## config.mk

```make
export PLATFORM = sky130hd
export DESIGN_NAME = ps2_host_tx
export DESIGN_NICKNAME = d
export VERILOG_FILES = /design/src/rtl/ps2_host_tx.sv
export SDC_FILE = /design/constraint.sdc
export NUM_CORES = 1
export LEC_CHECK = 0
export BUFFER_PORTS_ARGS = -buffer_cell sky130_fd_sc_hd__buf_4
export CAP_MARGIN = 20
export CORE_MARGIN = 2
export CORE_UTILIZATION = 41
export DETAILED_ROUTE_END_ITERATION = 8
export PLACE_DENSITY_LB_ADDON = 0.08
export RECOVER_POWER = 100
export SKIP_LAST_GASP = 1
export SYNTH_ARGS = -nofsm -noshare
export SYNTH_HDL_FRONTEND = slang
export SYNTH_SLANG_ARGS = --single-unit
```

## constraint.sdc

```tcl
create_clock -name clk -period 4.2 [get_ports clk]
set_input_delay 0 -clock clk [delete_from_list [all_inputs] [get_ports clk]]
set_output_delay 0 -clock clk [all_outputs]
set_load 0.02 [all_outputs]
```

## src/rtl/ps2_host_tx.sv

```systemverilog
// PS/2 host-to-device transmitter.
// Sends one command byte to the keyboard. The sequence is: inhibit the clock,
// request-to-send, shift bits out on the device clock, then check the device ack.
// The clock and data pads are open-drain. The *_oe outputs are active-high
// pull-low enables. The pads themselves are tri-stated at the top level.
module ps2_host_tx #(
    parameter int INHIBIT_CYC = 6000,
    parameter int SETUP_CYC   = 250,
    parameter int TIMEOUT_CYC = 1000000
) (
    input  logic       clk,
    input  logic       rst_n,
    input  logic [7:0] tx_data,
    input  logic       tx_valid,
    output logic       tx_ready,
    input  logic       ps2_clk_in,
    input  logic       ps2_data_in,
    output logic       ps2_clk_oe,
    output logic       ps2_data_oe,
    output logic       busy,
    output logic       tx_done,
    output logic       tx_err
);

    typedef enum logic [2:0] {
        S_IDLE,
        S_INHIBIT,
        S_REQ,
        S_SHIFT,
        S_ACK,
        S_WAIT_IDLE
    } state_t;

    // Odd parity bit: set when the byte holds an even number of ones.
    function automatic logic odd_parity(input logic [7:0] d);
        return ~^d;
    endfunction

    state_t      state_r;
    logic [1:0]  clk_sync_r;
    logic [1:0]  data_sync_r;
    logic        clk_prev_r;
    logic [7:0]  byte_r;
    logic        parity_r;
    logic [3:0]  bit_idx_r;
    logic [19:0] cnt_r;
    logic        ack_ok_r;

    logic        clk_s;
    logic        data_s;
    logic        fall_s;
    logic        lines_idle_s;
    logic        timeout_s;

    assign clk_s        = clk_sync_r[1];
    assign data_s       = data_sync_r[1];
    assign fall_s       = clk_prev_r & ~clk_s;
    assign lines_idle_s = clk_s & data_s;
    assign timeout_s    = (cnt_r == 20'(TIMEOUT_CYC - 1));

    // Two-flop synchronisers for the asynchronous pad inputs, plus a delayed copy of the clock for edge detection.
    // These reset to 1, which is the idle line level, so that leaving reset does not produce a false fall.
    always_ff @(posedge clk or negedge rst_n) begin
        if (!rst_n) begin
            clk_sync_r  <= 2'b11;
            data_sync_r <= 2'b11;
            clk_prev_r  <= 1'b1;
        end else begin
            clk_sync_r  <= {clk_sync_r[0], ps2_clk_in};
            data_sync_r <= {data_sync_r[0], ps2_data_in};
            clk_prev_r  <= clk_s;
        end
    end

    // Frame sequencer with registered line enables and handshake outputs.
    // Outputs default to their idle values at the top of each cycle, which makes the done/err signals one-cycle pulses.
    always_ff @(posedge clk or negedge rst_n) begin
        if (!rst_n) begin
            state_r     <= S_IDLE;
            byte_r      <= 8'h00;
            parity_r    <= 1'b0;
            bit_idx_r   <= 4'd0;
            cnt_r       <= 20'd0;
            ack_ok_r    <= 1'b0;
            tx_ready    <= 1'b1;
            busy        <= 1'b0;
            ps2_clk_oe  <= 1'b0;
            ps2_data_oe <= 1'b0;
            tx_done     <= 1'b0;
            tx_err      <= 1'b0;
        end else begin
            tx_done <= 1'b0;
            tx_err  <= 1'b0;
            case (state_r)
                S_IDLE: begin
                    if (tx_valid) begin
                        byte_r      <= tx_data;
                        parity_r    <= odd_parity(tx_data);
                        cnt_r       <= 20'd0;
                        ps2_clk_oe  <= 1'b1;
                        ps2_data_oe <= 1'b0;
                        tx_ready    <= 1'b0;
                        busy        <= 1'b1;
                        state_r     <= S_INHIBIT;
                    end else begin
                        tx_ready <= 1'b1;
                        busy     <= 1'b0;
                    end
                end
                S_INHIBIT: begin
                    if (cnt_r == 20'(INHIBIT_CYC - 1)) begin
                        cnt_r       <= 20'd0;
                        ps2_data_oe <= 1'b1;
                        state_r     <= S_REQ;
                    end else begin
                        cnt_r <= cnt_r + 20'd1;
                    end
                end
                S_REQ: begin
                    if (cnt_r == 20'(SETUP_CYC - 1)) begin
                        // Release the clock and leave the start bit (data low) driven. The device clocks from here on.
                        cnt_r      <= 20'd0;
                        bit_idx_r  <= 4'd0;
                        ps2_clk_oe <= 1'b0;
                        state_r    <= S_SHIFT;
                    end else begin
                        cnt_r <= cnt_r + 20'd1;
                    end
                end
                S_SHIFT: begin
                    if (fall_s) begin
                        cnt_r     <= 20'd0;
                        bit_idx_r <= bit_idx_r + 4'd1;
                        if (bit_idx_r <= 4'd7) begin
                            ps2_data_oe <= ~byte_r[bit_idx_r[2:0]];
                        end else if (bit_idx_r == 4'd8) begin
                            ps2_data_oe <= ~parity_r;
                        end else begin
                            ps2_data_oe <= 1'b0;
                            state_r     <= S_ACK;
                        end
                    end else if (timeout_s) begin
                        ps2_data_oe <= 1'b0;
                        tx_err      <= 1'b1;
                        tx_ready    <= 1'b1;
                        busy        <= 1'b0;
                        state_r     <= S_IDLE;
                    end else begin
                        cnt_r <= cnt_r + 20'd1;
                    end
                end
                S_ACK: begin
                    if (fall_s) begin
                        cnt_r    <= 20'd0;
                        ack_ok_r <= ~data_s;
                        state_r  <= S_WAIT_IDLE;
                    end else if (timeout_s) begin
                        tx_err   <= 1'b1;
                        tx_ready <= 1'b1;
                        busy     <= 1'b0;
                        state_r  <= S_IDLE;
                    end else begin
                        cnt_r <= cnt_r + 20'd1;
                    end
                end
                S_WAIT_IDLE: begin
                    if (lines_idle_s) begin
                        tx_done  <= ack_ok_r;
                        tx_err   <= ~ack_ok_r;
                        tx_ready <= 1'b1;
                        busy     <= 1'b0;
                        state_r  <= S_IDLE;
                    end else if (fall_s) begin
                        cnt_r <= 20'd0;
                    end else if (timeout_s) begin
                        tx_err   <= 1'b1;
                        tx_ready <= 1'b1;
                        busy     <= 1'b0;
                        state_r  <= S_IDLE;
                    end else begin
                        cnt_r <= cnt_r + 20'd1;
                    end
                end
                default: begin
                    ps2_clk_oe  <= 1'b0;
                    ps2_data_oe <= 1'b0;
                    tx_ready    <= 1'b1;
                    busy        <= 1'b0;
                    state_r     <= S_IDLE;
                end
            endcase
        end
    end

endmodule

```

# After elaboration in Yosys (flattened, before gate mapping)
# Cells that the tools add are included.
# W data, S select, Z words.
# totals
ff_bits	48
latch_bits	0
ramBits	0
mem_bits_ro	0
in_bits	13
out_inout_bits	6
elab_cells	110
n_memories	0
# classes
addsub	2
n_mul	0
div	0
n_lt_le_gt_ge	2
eq_ne	18
n_shift	0
mux	49
bitwise_logic	9
reduce_logical	15
# op_table
op	count
$mux W20	6
$pmux W20 S5	1
$mux W3	10
$mux W1	22
$add A20 B1 Y20 const B	1
$eq A20 B13 Y1 const B	1
$eq A20 B20 Y1 const B	1
$eq A20 B8 Y1 const B	1
$pmux W3 S6	1
$ne A3 B3 Y1 const B	4
$pmux W1 S4	3
$ne A2 B2 Y1 const B	5
$reduce_and A3 Y1	3
$mux W4	2
$pmux W4 S2	1
$reduce_xnor A8 Y1	1
$not A1 Y1	7
$eq A3 B2 Y1 const B	2
$eq A3 B3 Y1 const B	2
$reduce_and A6 Y1	1
$reduce_bool A5 Y1	1
$add A4 B1 Y4 const B	1
$eq A4 B4 Y1 const B	1
$le A4 B3 Y1 const B	1
13 further kinds	16

# Logic depth before layout (Yosys ltp)
# Gate-level depths: netlist of the first run.
# logic_depth
depth_word	6
depth_mapped	10

# Worst setup path before layout of the first run
# Ideal clock, no wire load.
# synth_path
path_kind	flip-flop to flip-flop
start	reg cnt_r[0]
end	reg cnt_r[12]
setup_ns	0.119
arrival_time_ns	1.844
slack_ns	2.237
path_stages_with_launch	8
path_cell_list	dfrtp_1 ha_1 and3_1 nand4_1 o311ai_4 nor3_1 xnor2_1 nor2_1
# synth_via
elab_chain_cells	5
elab_cells_between_ends	10
classes_between	1 x add/sub; 3 x eq/ne; 6 x mux
# synth_lines
element	line	rtl
start, declared	46	logic [19:0] cnt_r;
start signal, assigned	116	cnt_r <= cnt_r + 20'd1;
start signal, assigned	127	cnt_r <= cnt_r + 20'd1;
start signal, assigned	149	cnt_r <= cnt_r + 20'd1;
$add A20 B1 Y20 or $eq A20 B20 Y1 (tied branches)	-	
$mux W20	142, 157, 175	
$mux W20	131	if (fall_s) begin
$mux W20	167	if (lines_idle_s) begin
$pmux W20 S5 (*)	94	case (state_r)
# Every way passes the cells marked *; elsewhere a longest branch is shown, timed or not. The select of a mux whose other input is x is not followed.
# A chain may end at the register's enable or synchronous reset.

# Final worst setup path of the first run
# layout_path
start	reg cnt_r[19]
end	reg cnt_r[7]
# layout_via
elab_chain_cells	5
elab_cells_between_ends	9
classes_between	3 x eq/ne; 6 x mux
# layout_lines
element	line	rtl
$eq A20 B20 Y1	59	assign timeout_s = (cnt_r == 20'(TIMEOUT_CYC - 1));
$mux W20 (3 in a row)	-	
$pmux W20 S5 (*)	94	
# Marked as above.

==> results.txt, run 1 <==
----------------------------------------------------
[Critical path]
  Most used cell along the critical path ... o21ai_0
  Critical path capture point type ... register
  Family with the most delay on the worst path ... simple AND/OR/NAND/NOR gates
  Number of buffer and inverter instances along the worst setup path ... 0
  Biggest fanout along the worst timing path ... 16
  Slowest stage cell, crit path ... and2_0
  Data required time of the critical path ... 4.35 ns
  Worst setup path category ... reg -> reg
  Sort of element at the start of the critical path ... register
  Cell breakdown of the critical path ... nor4b_1, nand4_2, o21ai_0, and3_1, and2_0, o21ai_0
  Delay of the slowest cell on the worst path ... 0.73 ns
  Arrival time reported for the critical path endpoint ... 3.24 ns

[Timing]
  Share of the clock period used by the worst path after layout ... 73.7%
  Fin Setup TNS ... 0 ns
  Worst clock skew ... 0.0154 ns
  Final setup violating endpoints ... 0
  Tightest Pin Transition ... 2.60 ns
  Fin worst setup slack ... 1.11 ns
  Number of slew-limit violations in the final report ... 49
  Peak clock frequency supported by timing ... 0.323 GHz
  Final period demand of the worst path ... 3.09 ns
  Remaining max-slew budget at the tightest pin ... -73.5%
  Setup repair after global routing missed its margin ... no
  Endpoints failing hold ... 0

[Clock network]
  Num Clock Sinks ... 48
  Source-to-sink clock delay at the later pin of the worst-skew pair ... 0.32 ns
  H-Tree Depth ... 2
  Clock transition at the registers of the reported paths ... 0.10 ns
  Number of buffers on the longest clock path ... 2
  Inserted Clock Buffers ... 5
  Root Buffer Master ... clkbuf_8
  CTS resizes ... 0
  Hold bufs inserted after CTS ... 11
  Clock tree from TritonCTS ... built
  Post-CTS Repair Setup Buffers ... 0

[Place]
  Worst setup slack after placement ... 1.72 ns
  Gp weighted congestion ... 0.907
  Cells after DPL ... 367
  Count of buffers inserted at the top-level ports ... 18
  HPWL after detailed placement ... 4170 um

[Drt]
  Vias per Instance ... 5.58
  Total DRC errors in the routed layout ... 0
  Antenna Violating Nets Remaining ... 0
  Iteration count of the initial detailed-routing pass ... 4
  Overall routed net length ... 6070 um
  Via count ... 2153
  Detailed Route Iter0 Violations ... 153
  DR WL/cell ... 15.7 um

[GRT]
  Total congestion overflow ... 0
  Initial antenna violation count ... 0
  First-pass GRT wire length ... 10400 um
  Maximum number of pins on one net before global-route repair ... 49
  Via count of the first global-routing pass ... 2089
  GRT Overall Usage ... 17.4%

[Logic synthesis]
  Commonest register cell after synthesis ... dfrtp_1
  Syn. warnings ... 0
  Simple logic cell fraction of the synthesized area ... 24.4%
  Combinational family with the most area after synthesis ... simple AND/OR/NAND/NOR gates
  Fraction of the mapped netlist area in adder cells ... 1.80%
  Share of the synthesized area in compound gates (AO/OA/AOI/OAI) ... 15.2%
  Xor/xnor share of the synthesized area ... 5.36%
  Count of state elements after synthesis ... 48
  Cells after Synth ... 280
  Proportion of synthesized chip area in sequential cells ... 43.5%
  Number of nets in the synthesized netlist ... 297
  Distinct cell type count of the synthesized netlist ... 64
  Number of enable-type register cells in the synthesized netlist ... 0
  Fraction of synthesized area in multiplexers ... 5.58%
  FFs w/ async S/R, synth ... 100%
  Post-synthesis instance area ... 0.00278 mm^2
  Average cell area after synthesis ... 9.92 um^2

[Job]
  # Max-Cap Violations ... 1

[Final layout]
  Diode count ... 0
  Post-synthesis to final-layout area growth ... 12.2%
  Non-filler cells, final ... 386
  Final core utilization ... 46.6%
  Final layout net count ... 322
  Layout cell share with drive strength beyond 1 ... 16.3%

[Power and ir drop]
  Overall power consumption ... 1.67 mW
  Static Leak ... 1.21 nW
  Power per standard cell area ... 536 mW/mm^2
  Worst-case vdd ir drop ... 0.226 mV

[Die]
  Die span in y ... 86.3 um
  Row count ... 30
  Die footprint ... 0.00745 mm^2
  Horizontal die dimension ... 86.3 um
  Placeable core region ... 0.00668 mm^2
  Initial Util ... 41.6%
  Number of placed I/O pins ... 19

[Outcome]
  Failing checks ... max-capacitance violations, max-slew violations
  Outcome ... finished with violations

[Hold path]
  Path class of the lowest-slack min-delay path ... in -> reg

----------------------------------------------------
[sequential cells by signal (all words and copies together), names as in the netlist, 2 cells and up]
signal,flops
byte_r,8
data_sync_r,2
bit_idx_r,4
cnt_r,20
clk_sync_r,2
state_r,3
[synthesized netlist by cell type, drive strengths merged (3+ instances only)]
master,instances,share of area [%]
dfrtp,42,38
dfstp,6,5.7
mux2,8,3.2
a21oi,9,2.0
or3,4,0.90
nand4,3,0.90
and3,5,1.2
and2,4,0.90
nand3,12,2.3
inv,8,1.1
xnor2,16,5.0
nor4,4,1.1
nor3,14,2.7
buf,7,2.5
nand2b,3,0.68
o31ai,4,1.6
ha,4,1.8
clkbuf,4,0.54
nor2,27,3.6
o21ai,26,5.5
a31oi,4,0.90
nor4b,3,1.7
nand2,23,3.1
or4,3,0.81
nor2b,4,0.90
or2,5,1.1
[cells by family after synthesis]
| logic type | count (synthesis) |
|---|---|
| simple gates | 122 |
| compound gates | 58 |
| flops | 48 |
| buf+inv | 19 |
| xor+xnor | 17 |
| mux | 12 |
| fa+ha+maj | 4 |
[final timing paths]
check	from	endpoint	slack, ns	cells past startpoint
worst min register to register	data_sync_r[0]	data_sync_r[1]	0.36	0
worst max-delay path	cnt_r[19]	cnt_r[7]	1.11	6
min in group asynchronous	rst_n	ps2_clk_oe	1.04	2
worst min-delay path	tx_valid	ps2_data_oe	0.02	3
max in group asynchronous	rst_n	cnt_r[7]	1.69	2
worst max register to register	cnt_r[19]	cnt_r[7]	1.11	6
[tightest hold or removal path: stages]
cell and delay (ns):
buf_4 0.12, a211o_1 0.12, a21oi_1 0.05
[layout by cell type (no fill, tap or decap), types with 2 or more instances in the layout]
master / count
nor4b_1: 2
clkbuf_4: 2
o31ai_1: 3
o21ai_2: 2
nor2b_1: 4
o21ai_0: 24
dfstp_2: 4
nand2b_1: 3
inv_1: 8
dlygate4sd3_1: 11
dfrtp_1: 42
nor3_1: 13
a21oi_1: 8
dfstp_1: 2
nand2_1: 23
buf_4: 10
nand3b_1: 2
and4_1: 2
clkbuf_1: 6
xnor2_1: 16
nor4_1: 3
nand3_1: 11
mux2i_1: 2
or3_1: 4
or2_2: 5
mux4_2: 2
and2_1: 3
nand4_1: 2
a31oi_1: 4
nor2_1: 27
ha_1: 4
mux2_2: 8
or4_1: 3
o32ai_1: 2
and3_1: 5
clkbuf_8: 6
[per-stage QoR]
stage | area, um^2 | hold WS (ns)
5_1_grt | 3120 | 0.0190
6_report | 3120 | 0.0161
2_1_floorplan | 2780 | -0.296
3_5_place_dp | 2930 | 0.0682
3_3_place_gp | 2930 | 0.0658
4_1_cts | 3160 | 0.0160
[routing by layer]
metal	wire (um)	GRT usage [%]	share of wire (%)
met1	3070	26.1	51
met2	2710	26.2	45
met5	0	0	0
met3	218	2.86	3.6
met4	65	4.26	1.1
[report_power, final]
part           total [mW]  switching [mW]  internal, mW
clock network       0.366           0.171         0.195
logic               0.618           0.353         0.264
registers           0.686           0.116         0.570
total                1.67           0.640          1.03
[final cells by class]
class	instances	area, um^2
clock inverter	2	38.8
sequential	48	1210
timing repair buffer	29	223
fill	672	3560
tap	80	100
inverter	8	30.0
multi-input combinational	213	1430
clock buffer	6	82.6
Note: power is estimated with default switching activity, not from simulation.
==> run 2: changes to the inputs <==
==> constraint.sdc (replaced) <==
create_clock -name clk -period 2.7 [get_ports clk]
set_input_delay 0 -clock clk [delete_from_list [all_inputs] [get_ports clk]]
set_output_delay 0 -clock clk [all_outputs]
set_load 0.02 [all_outputs]
==> run 2 against run 1 <==
Against the previous run: via count is 1.3% higher; register-to-register slack worse by 0.83 ns; core utilization is 0.60 points higher; the run now ends clean; highest routed layer unchanged; sequential power is 55% higher.
==> results.txt, run 2 (synthesized netlist as in run 1, its figures left out) <==
----------------------------------------------------
[Die]
  Placeable core region ... 0.00668 mm^2 (unchanged)
  Row count ... 30 (unchanged)
  Horizontal die dimension ... 86.3 um (unchanged)
  Die footprint ... 0.00745 mm^2 (unchanged)
  Number of placed I/O pins ... 19 (unchanged)
  Die span in y ... 86.3 um (unchanged)
  Initial Util ... 41.6% (unchanged)

[Place]
  Gp weighted congestion ... 0.887 (-2.1%)
  Count of buffers inserted at the top-level ports ... 18 (unchanged)
  Placed standard-cell area ... 0.00301 mm^2 (+2.6%)
  HPWL after detailed placement ... 4310 um (+3.4%)

[Timing]
  Tightest Pin Transition ... 1.23 ns (-1.37 ns)
  Worst clock skew ... 0.0170 ns (+0.00160 ns)
  Peak clock frequency supported by timing ... 0.413 GHz (+28%)
  Endpoints failing hold ... 0 (unchanged)
  Number of slew-limit violations in the final report ... 0 (-100%)
  Final setup violating endpoints ... 0 (unchanged)
  Setup repair after global routing missed its margin ... no
  Final period demand of the worst path ... 2.42 ns (-0.670 ns)
  Fin Setup TNS ... 0 ns (unchanged)
  Worst hold slack ... 0.0368 ns (+0.0207 ns)
  Remaining max-slew budget at the tightest pin ... 18.0% (+91 points)
  Share of the clock period used by the worst path after layout ... 89.8% (+16 points)

[Final layout]
  Final cell area excluding filler cells ... 0.00316 mm^2 (+1.3%)
  Post-synthesis to final-layout area growth ... 13.6%
  Most frequent cells in the layout ... dfrtp_1 (42), nor2_1 (27), nand2_1 (23), o21ai_0 (23), xnor2_1 (16)
  Biggest registers after layout ... cnt_r (20), byte_r (8), bit_idx_r (4)
  Top register by number of flip-flops ... cnt_r
  Flip-flop count of the largest register, all copies and words added ... 20 (unchanged)
  Final layout net count ... 332 (+3.1%)
  Layout cell share with drive strength beyond 1 ... 18.4% (+2.0 points)
  Most common cell after layout, fill and taps aside ... dfrtp_1
  Diode count ... 0 (unchanged)

[Clock network]
  Source-to-sink clock delay at the later pin of the worst-skew pair ... 0.31 ns (about the same)
  Root Buffer Master ... clkbuf_8
  Num Clock Sinks ... 48 (unchanged)
  Post-CTS Repair Setup Buffers ... 0 (unchanged)
  Clock tree from TritonCTS ... built
  Hold bufs inserted after CTS ... 11 (unchanged)
  Number of buffers on the longest clock path ... 2 (unchanged)
  Clock transition at the registers of the reported paths ... 0.09 ns (about the same)
  CTS resizes ... 0 (unchanged)
  Inserted Clock Buffers ... 5 (unchanged)
  H-Tree Depth ... 2 (unchanged)

[Power and ir drop]
  Worst-case vdd ir drop ... 0.440 mV (+95%)
  Static Leak ... 1.23 nW (+1.9%)
  Power per standard cell area ... 803 mW/mm^2 (+50%)

[GRT]
  Via count of the first global-routing pass ... 2090 (+0.048%)
  Total congestion overflow ... 0 (unchanged)
  First-pass GRT wire length ... 10700 um (+3.1%)
  Initial antenna violation count ... 0 (unchanged)
  Maximum number of pins on one net before global-route repair ... 49 (unchanged)
  GRT Overall Usage ... 18.1% (+0.66 points)

[Critical path]
  Family with the most delay on the worst path ... simple AND/OR/NAND/NOR gates
  Delay of the slowest cell on the worst path ... 0.47 ns (-0.26 ns)
  Sort of element at the start of the critical path ... register
  Worst setup path category ... reg -> reg
  Number of buffer and inverter instances along the worst setup path ... 1 (+1)
  Slowest stage cell, crit path ... o31ai_4
  Arrival time reported for the critical path endpoint ... 2.58 ns (-0.66 ns)
  Biggest fanout along the worst timing path ... 8 (-8)
  Data required time of the critical path ... 2.86 ns (-1.49 ns)
  Critical path capture point type ... register
  Cell breakdown of the critical path ... ha_1, and3_1, nand4_1, o31ai_4, clkbuf_1, mux2i_1, nor3_1

[Job]
  # Max-Cap Violations ... 0 (-1)

[Drt]
  Via count ... 2182 (+1.3%)
  Vias per Instance ... 5.51 (-1.2%)
  Overall routed net length ... 6200 um (+2.3%)
  Total DRC errors in the routed layout ... 0 (unchanged)
  Antenna Violating Nets Remaining ... 0 (unchanged)
  DR WL/cell ... 15.7 um (-0.29%)
  Iteration count of the initial detailed-routing pass ... 4 (unchanged)
  Detailed Route Iter0 Violations ... 148 (-3.3%)

[Hold path]
  Path class of the lowest-slack min-delay path ... in -> reg

[Outcome]
  Outcome ... finished, final reports clean

----------------------------------------------------
-- run 2: tightest hold or removal path, cell delays in order --
cell	delay, ns
buf_4	0.12
a211o_1	0.12
a21oi_1	0.06
-- run 2: area by class of cell --
class | count | area (um^2)
Tap cell | 80 | 100
Timing Repair Buffer | 39 | 282
Sequential cell | 48 | 1210
Inverter | 8 | 30.0
Clock buffer | 7 | 76.3
Clock inverter | 1 | 8.76
Fill cell | 665 | 3520
Multi-Input combinational cell | 213 | 1450
-- run 2: final timing paths --
kind | start | to | slack (ns) | cells after the start
worst max-delay path | cnt_r[0] | cnt_r[2] | 0.28 | 7
max in group asynchronous | rst_n | bit_idx_r[3] | 1.47 | 2
worst max register to register | cnt_r[0] | cnt_r[2] | 0.28 | 7
min in group asynchronous | rst_n | cnt_r[13] | 0.48 | 2
worst min-delay path | tx_valid | ps2_data_oe | 0.04 | 3
worst min register to register | data_sync_r[0] | data_sync_r[1] | 0.36 | 0
-- run 2: metrics by stage --
stage | setup slack [ns] | power (mW) | util [%] | std cells
final | 0.276 | 2.54 | 47.2 | 396
after global routing | 0.0980 | 2.74 | 47.2 | 396
after CTS | 0.350 | 2.61 | 47.9 | 396
after detailed placement | 0.353 | 2.15 | 45.0 | 377
after global placement | 0.334 | 2.16 | 45.0 | 377
after floorplan | 0.737 | 1.90 | - | 280
-- run 2: power breakdown --
part           switching (mW)  internal [mW]  total (mW)
combinational           0.579          0.461        1.04
clock                   0.254          0.186       0.439
sequential              0.168          0.889        1.06
-- run 2: metal layers --
metal	wire, um	part of all wire [%]	GRT usage (%)	up-vias
li1	-	-	-	1089
met1	3230	52	27.7	1046
met2	2700	43	26.4	39
met3	188	3.0	2.57	8
met4	87	1.4	5.11	0
met5	0	0	0	-
==> run 3: changes to the inputs <==
--- a/config.mk
+++ b/config.mk
@@ -5,6 +5,7 @@
 export SDC_FILE = /design/constraint.sdc
 export NUM_CORES = 1
 export LEC_CHECK = 0
+export ABC_AREA = 1
 export BUFFER_PORTS_ARGS = -buffer_cell sky130_fd_sc_hd__buf_4
 export CAP_MARGIN = 20
 export CORE_MARGIN = 2
==> run 3 against run 2 <==
Against the previous run: final area is 16% higher; final cell count is 53% higher; power is 9.8% higher; critical path type unchanged; worst hold slack better by 0.19 ns; largest power group is now combinational logic; synthesized cell count is 70% higher; core utilization is 0.23 points higher; critical endpoint is now cnt_r[13]; largest cell class unchanged.
==> results.txt, run 3 <==
----------------------------------------------------
[Die]
  Die footprint ... 0.00874 mm^2 (+17%)
  Horizontal die dimension ... 93.5 um (+8.3%)
  Placeable core region ... 0.00773 mm^2 (+16%)
  Row count ... 32 (+6.7%)
  Die span in y ... 93.5 um (+8.3%)
  Number of placed I/O pins ... 19 (unchanged)
  Initial Util ... 42.5% (+0.88 points)

[Logic synthesis]
  Library cell with the highest instance count after synthesis ... nand2_1
  Number of nets in the synthesized netlist ... 493 (+66%)
  Largest area contributor in the synthesized netlist ... dfrtp_1
  Proportion of synthesized chip area in sequential cells ... 36.8% (-6.7 points)
  Count of state elements after synthesis ... 48 (unchanged)
  Distinct cell type count of the synthesized netlist ... 37 (-42%)
  Synth top area cells ... dfrtp_1 (32%), nand2_1 (15%), nand3_1 (9.9%)
  Xor/xnor share of the synthesized area ... 2.94% (-2.4 points)
  Share of the synthesized area in compound gates (AO/OA/AOI/OAI) ... 5.76% (-9.5 points)
  Simple logic cell fraction of the synthesized area ... 42.1% (+18 points)
  List of most frequent post-synthesis cells ... nand2_1 (135), nand3_1 (65), nor2_1 (64)
  Fraction of the mapped netlist area in adder cells ... 1.52% (-0.28 points)
  Post-synthesis instance area ... 0.00328 mm^2 (+18%)
  Syn. warnings ... 0 (unchanged)
  Fraction of synthesized area in multiplexers ... 2.06% (-3.5 points)
  Commonest register cell after synthesis ... dfrtp_1
  Cells after Synth ... 476 (+70%)
  Number of enable-type register cells in the synthesized netlist ... 0 (unchanged)
  FFs w/ async S/R, synth ... 100% (unchanged)
  Average cell area after synthesis ... 6.89 um^2 (-31%)
  Combinational family with the most area after synthesis ... simple AND/OR/NAND/NOR gates
  Fraction of synthesized cell area taken by the top area cell type ... 32.0% (-5.8 points)

[Job]
  # Max-Cap Violations ... 0 (unchanged)

[Critical path]
  Worst setup path category ... reg -> reg
  Cell breakdown of the critical path ... ha_1, inv_1, nor2_1, nand3b_1, nor2_1, nand2_4, nand2_2, nor2_2, nor2_1
  Reg2Reg Setup Slack ... 0.30 ns (+0.03 ns)
  Data required time of the critical path ... 2.95 ns (+0.09 ns)
  Arrival time reported for the critical path endpoint ... 2.64 ns (+0.06 ns)
  Biggest fanout along the worst timing path ... 11 (+3)
  Most used cell along the critical path ... nor2_1
  Critical path capture point type ... register
  Number of cell instances on the worst register-to-register path ... 9 (+2)
  Sort of element at the start of the critical path ... register
  Slowest stage cell, crit path ... dfrtp_1
  Delay of the slowest cell on the worst path ... 0.44 ns (-0.03 ns)

[GRT]
  Total congestion overflow ... 0 (unchanged)
  Initial antenna violation count ... 0 (unchanged)
  GRT Overall Usage ... 20.6% (+2.6 points)
  Maximum number of pins on one net before global-route repair ... 49 (unchanged)
  First-pass GRT wire length ... 14100 um (+32%)
  Via count of the first global-routing pass ... 2931 (+40%)

[Power and ir drop]
  Overall power consumption ... 2.78 mW (+9.8%)
  Switching power share of the total ... 41.7% (+2.3 points)
  Power per standard cell area ... 759 mW/mm^2 (-5.5%)
  Sequential cell fraction of total power ... 37.7% (-4.0 points)
  Static Leak ... 1.77 nW (+43%)
  Switching Power ... 1.16 mW (+16%)
  Combinational Power Share ... 38.9% (-2.1 points)
  Worst-case vdd ir drop ... 0.530 mV (+20%)
  Cell internal pwr ... 1.62 mW (+5.7%)
  Part of the power in the clock network ... 23.3% (+6.0 points)

[Timing]
  Fin Setup TNS ... 0 ns (unchanged)
  Peak clock frequency supported by timing ... 0.417 GHz (+1.2%)
  Remaining max-slew budget at the tightest pin ... 19.1% (+1.1 points)
  Worst clock skew ... 0.0143 ns (-0.00272 ns)
  Number of slew-limit violations in the final report ... 0 (unchanged)
  Final period demand of the worst path ... 2.40 ns (-0.0280 ns)
  Setup repair after global routing missed its margin ... no
  Endpoints failing hold ... 0 (unchanged)
  Worst hold slack ... 0.222 ns (+0.185 ns)
  Share of the clock period used by the worst path after layout ... 88.7% (-1.0 points)
  Final setup violating endpoints ... 0 (unchanged)
  Tightest Pin Transition ... 1.21 ns (-0.0166 ns)

[Drt]
  Iteration count of the initial detailed-routing pass ... 5 (+1)
  DR WL/cell ... 13.9 um (-11%)
  Detailed Route Iter0 Violations ... 120 (-19%)
  Via count ... 3075 (+41%)
  Vias per Instance ... 5.09 (-7.6%)
  Total DRC errors in the routed layout ... 0 (unchanged)
  Overall routed net length ... 8400 um (+35%)
  Antenna Violating Nets Remaining ... 0 (unchanged)

[Clock network]
  Clock transition at the registers of the reported paths ... 0.11 ns (+0.02 ns)
  Source-to-sink clock delay at the later pin of the worst-skew pair ... 0.32 ns (about the same)
  CTS resizes ... 0 (unchanged)
  Inserted Clock Buffers ... 5 (unchanged)
  Post-CTS Repair Setup Buffers ... 0 (unchanged)
  Hold bufs inserted after CTS ... 11 (unchanged)
  Number of buffers on the longest clock path ... 2 (unchanged)
  H-Tree Depth ... 2 (unchanged)
  Root Buffer Master ... clkbuf_8
  Num Clock Sinks ... 48 (unchanged)
  Clock tree from TritonCTS ... built

[Final layout]
  Most frequent cells in the layout ... nand2_1 (136), nor2_1 (67), nand3_1 (66), inv_1 (51), dfrtp_1 (42)
  Diode count ... 0 (unchanged)
  Layout cell share with drive strength beyond 1 ... 10.6% (-7.8 points)
  Most common cell after layout, fill and taps aside ... nand2_1
  Top register by number of flip-flops ... cnt_r
  Final layout net count ... 518 (+56%)
  Biggest registers after layout ... cnt_r (20), byte_r (8), bit_idx_r (4)
  Flip-flop count of the largest register, all copies and words added ... 20 (unchanged)
  Post-synthesis to final-layout area growth ... 11.8%

[Place]
  HPWL after detailed placement ... 6050 um (+40%)
  Gp weighted congestion ... 0.915 (+3.1%)
  Count of buffers inserted at the top-level ports ... 18 (unchanged)

[Outcome]
  Outcome ... finished, final reports clean

[Hold path]
  Path class of the lowest-slack min-delay path ... in -> reg
  Worst hold path cell count ... 5 (+2)

----------------------------------------------------
## run 3: cell types whose count changed after synthesis, sizes merged, moves of 5 or more
cell   previous run  this run
nand2            23       142
nand3            12        70
inv               8        57
nor2             27        70
nor3             14         4
xnor2            16         6
nand4             3        12
and3              5         0
## run 3: logic make-up after synthesis
| logic type | Yosys count |
|---|---|
| multiplexers | 6 |
| adder cells (fa/ha/maj) | 4 |
| XOR/XNOR | 11 |
| buffers and inverters | 69 |
| AO/OA/AOI/OAI | 33 |
| flip-flops | 48 |
| AND/OR/NAND/NOR | 305 |
## run 3: worst paths after layout
check,start,end
max in group asynchronous,rst_n,cnt_r[9]
min reg2reg,data_sync_r[0],data_sync_r[1]
max reg2reg,cnt_r[0],cnt_r[13]
min,tx_valid,state_r[0]
min in group asynchronous,rst_n,cnt_r[5]
max,cnt_r[0],cnt_r[13]
## run 3: layout make-up
cell class	instances	area, um^2
tap	102	128
inverter	58	218
fill	820	4060
multi-input combinational	359	1750
sequential	48	1210
timing repair buffer	29	224
clock inverter	3	68.8
clock buffer	5	68.8
## run 3: layer usage
| layer | wire [um] | GRT usage [%] |
|---|---|---|
| met5 | 0 | 0 |
| met1 | 3980 | 28.0 |
| met4 | 189 | 7.11 |
| met2 | 3970 | 34.0 |
| met3 | 258 | 2.58 |
## run 3: power by group through the flow
stage / logic [mW] / clock network (mW) / registers (mW)
global placement: 1.10 / 0 / 1.06
finish: 1.08 / 0.649 / 1.05
floorplan: 0.822 / 0 / 1.05
global route: 1.23 / 0.693 / 1.08
detailed placement: 1.10 / 0 / 1.07
CTS: 1.12 / 0.662 / 1.06
## run 3: per-stage QoR
stage / setup slack [ns] / utilization, % / instances / area [um^2]
floorplan: 1.10 / - / 476 / 3280
global placement: 0.661 / 45.0 / 585 / 3470
detailed placement: 0.609 / 45.0 / 585 / 3470
CTS: 0.580 / 48.2 / 604 / 3720
global route: 0.156 / 47.5 / 604 / 3670
finish: 0.304 / 47.5 / 604 / 3670
## run 3: worst max-delay path, delay by kind of cell, from the launching register on
kind,cells,cell delay (ns)
adder cells (fa/ha/maj),1,0.24
buffers and inverters,1,0.07
flip-flops,1,0.44
AND/OR/NAND/NOR,7,1.59
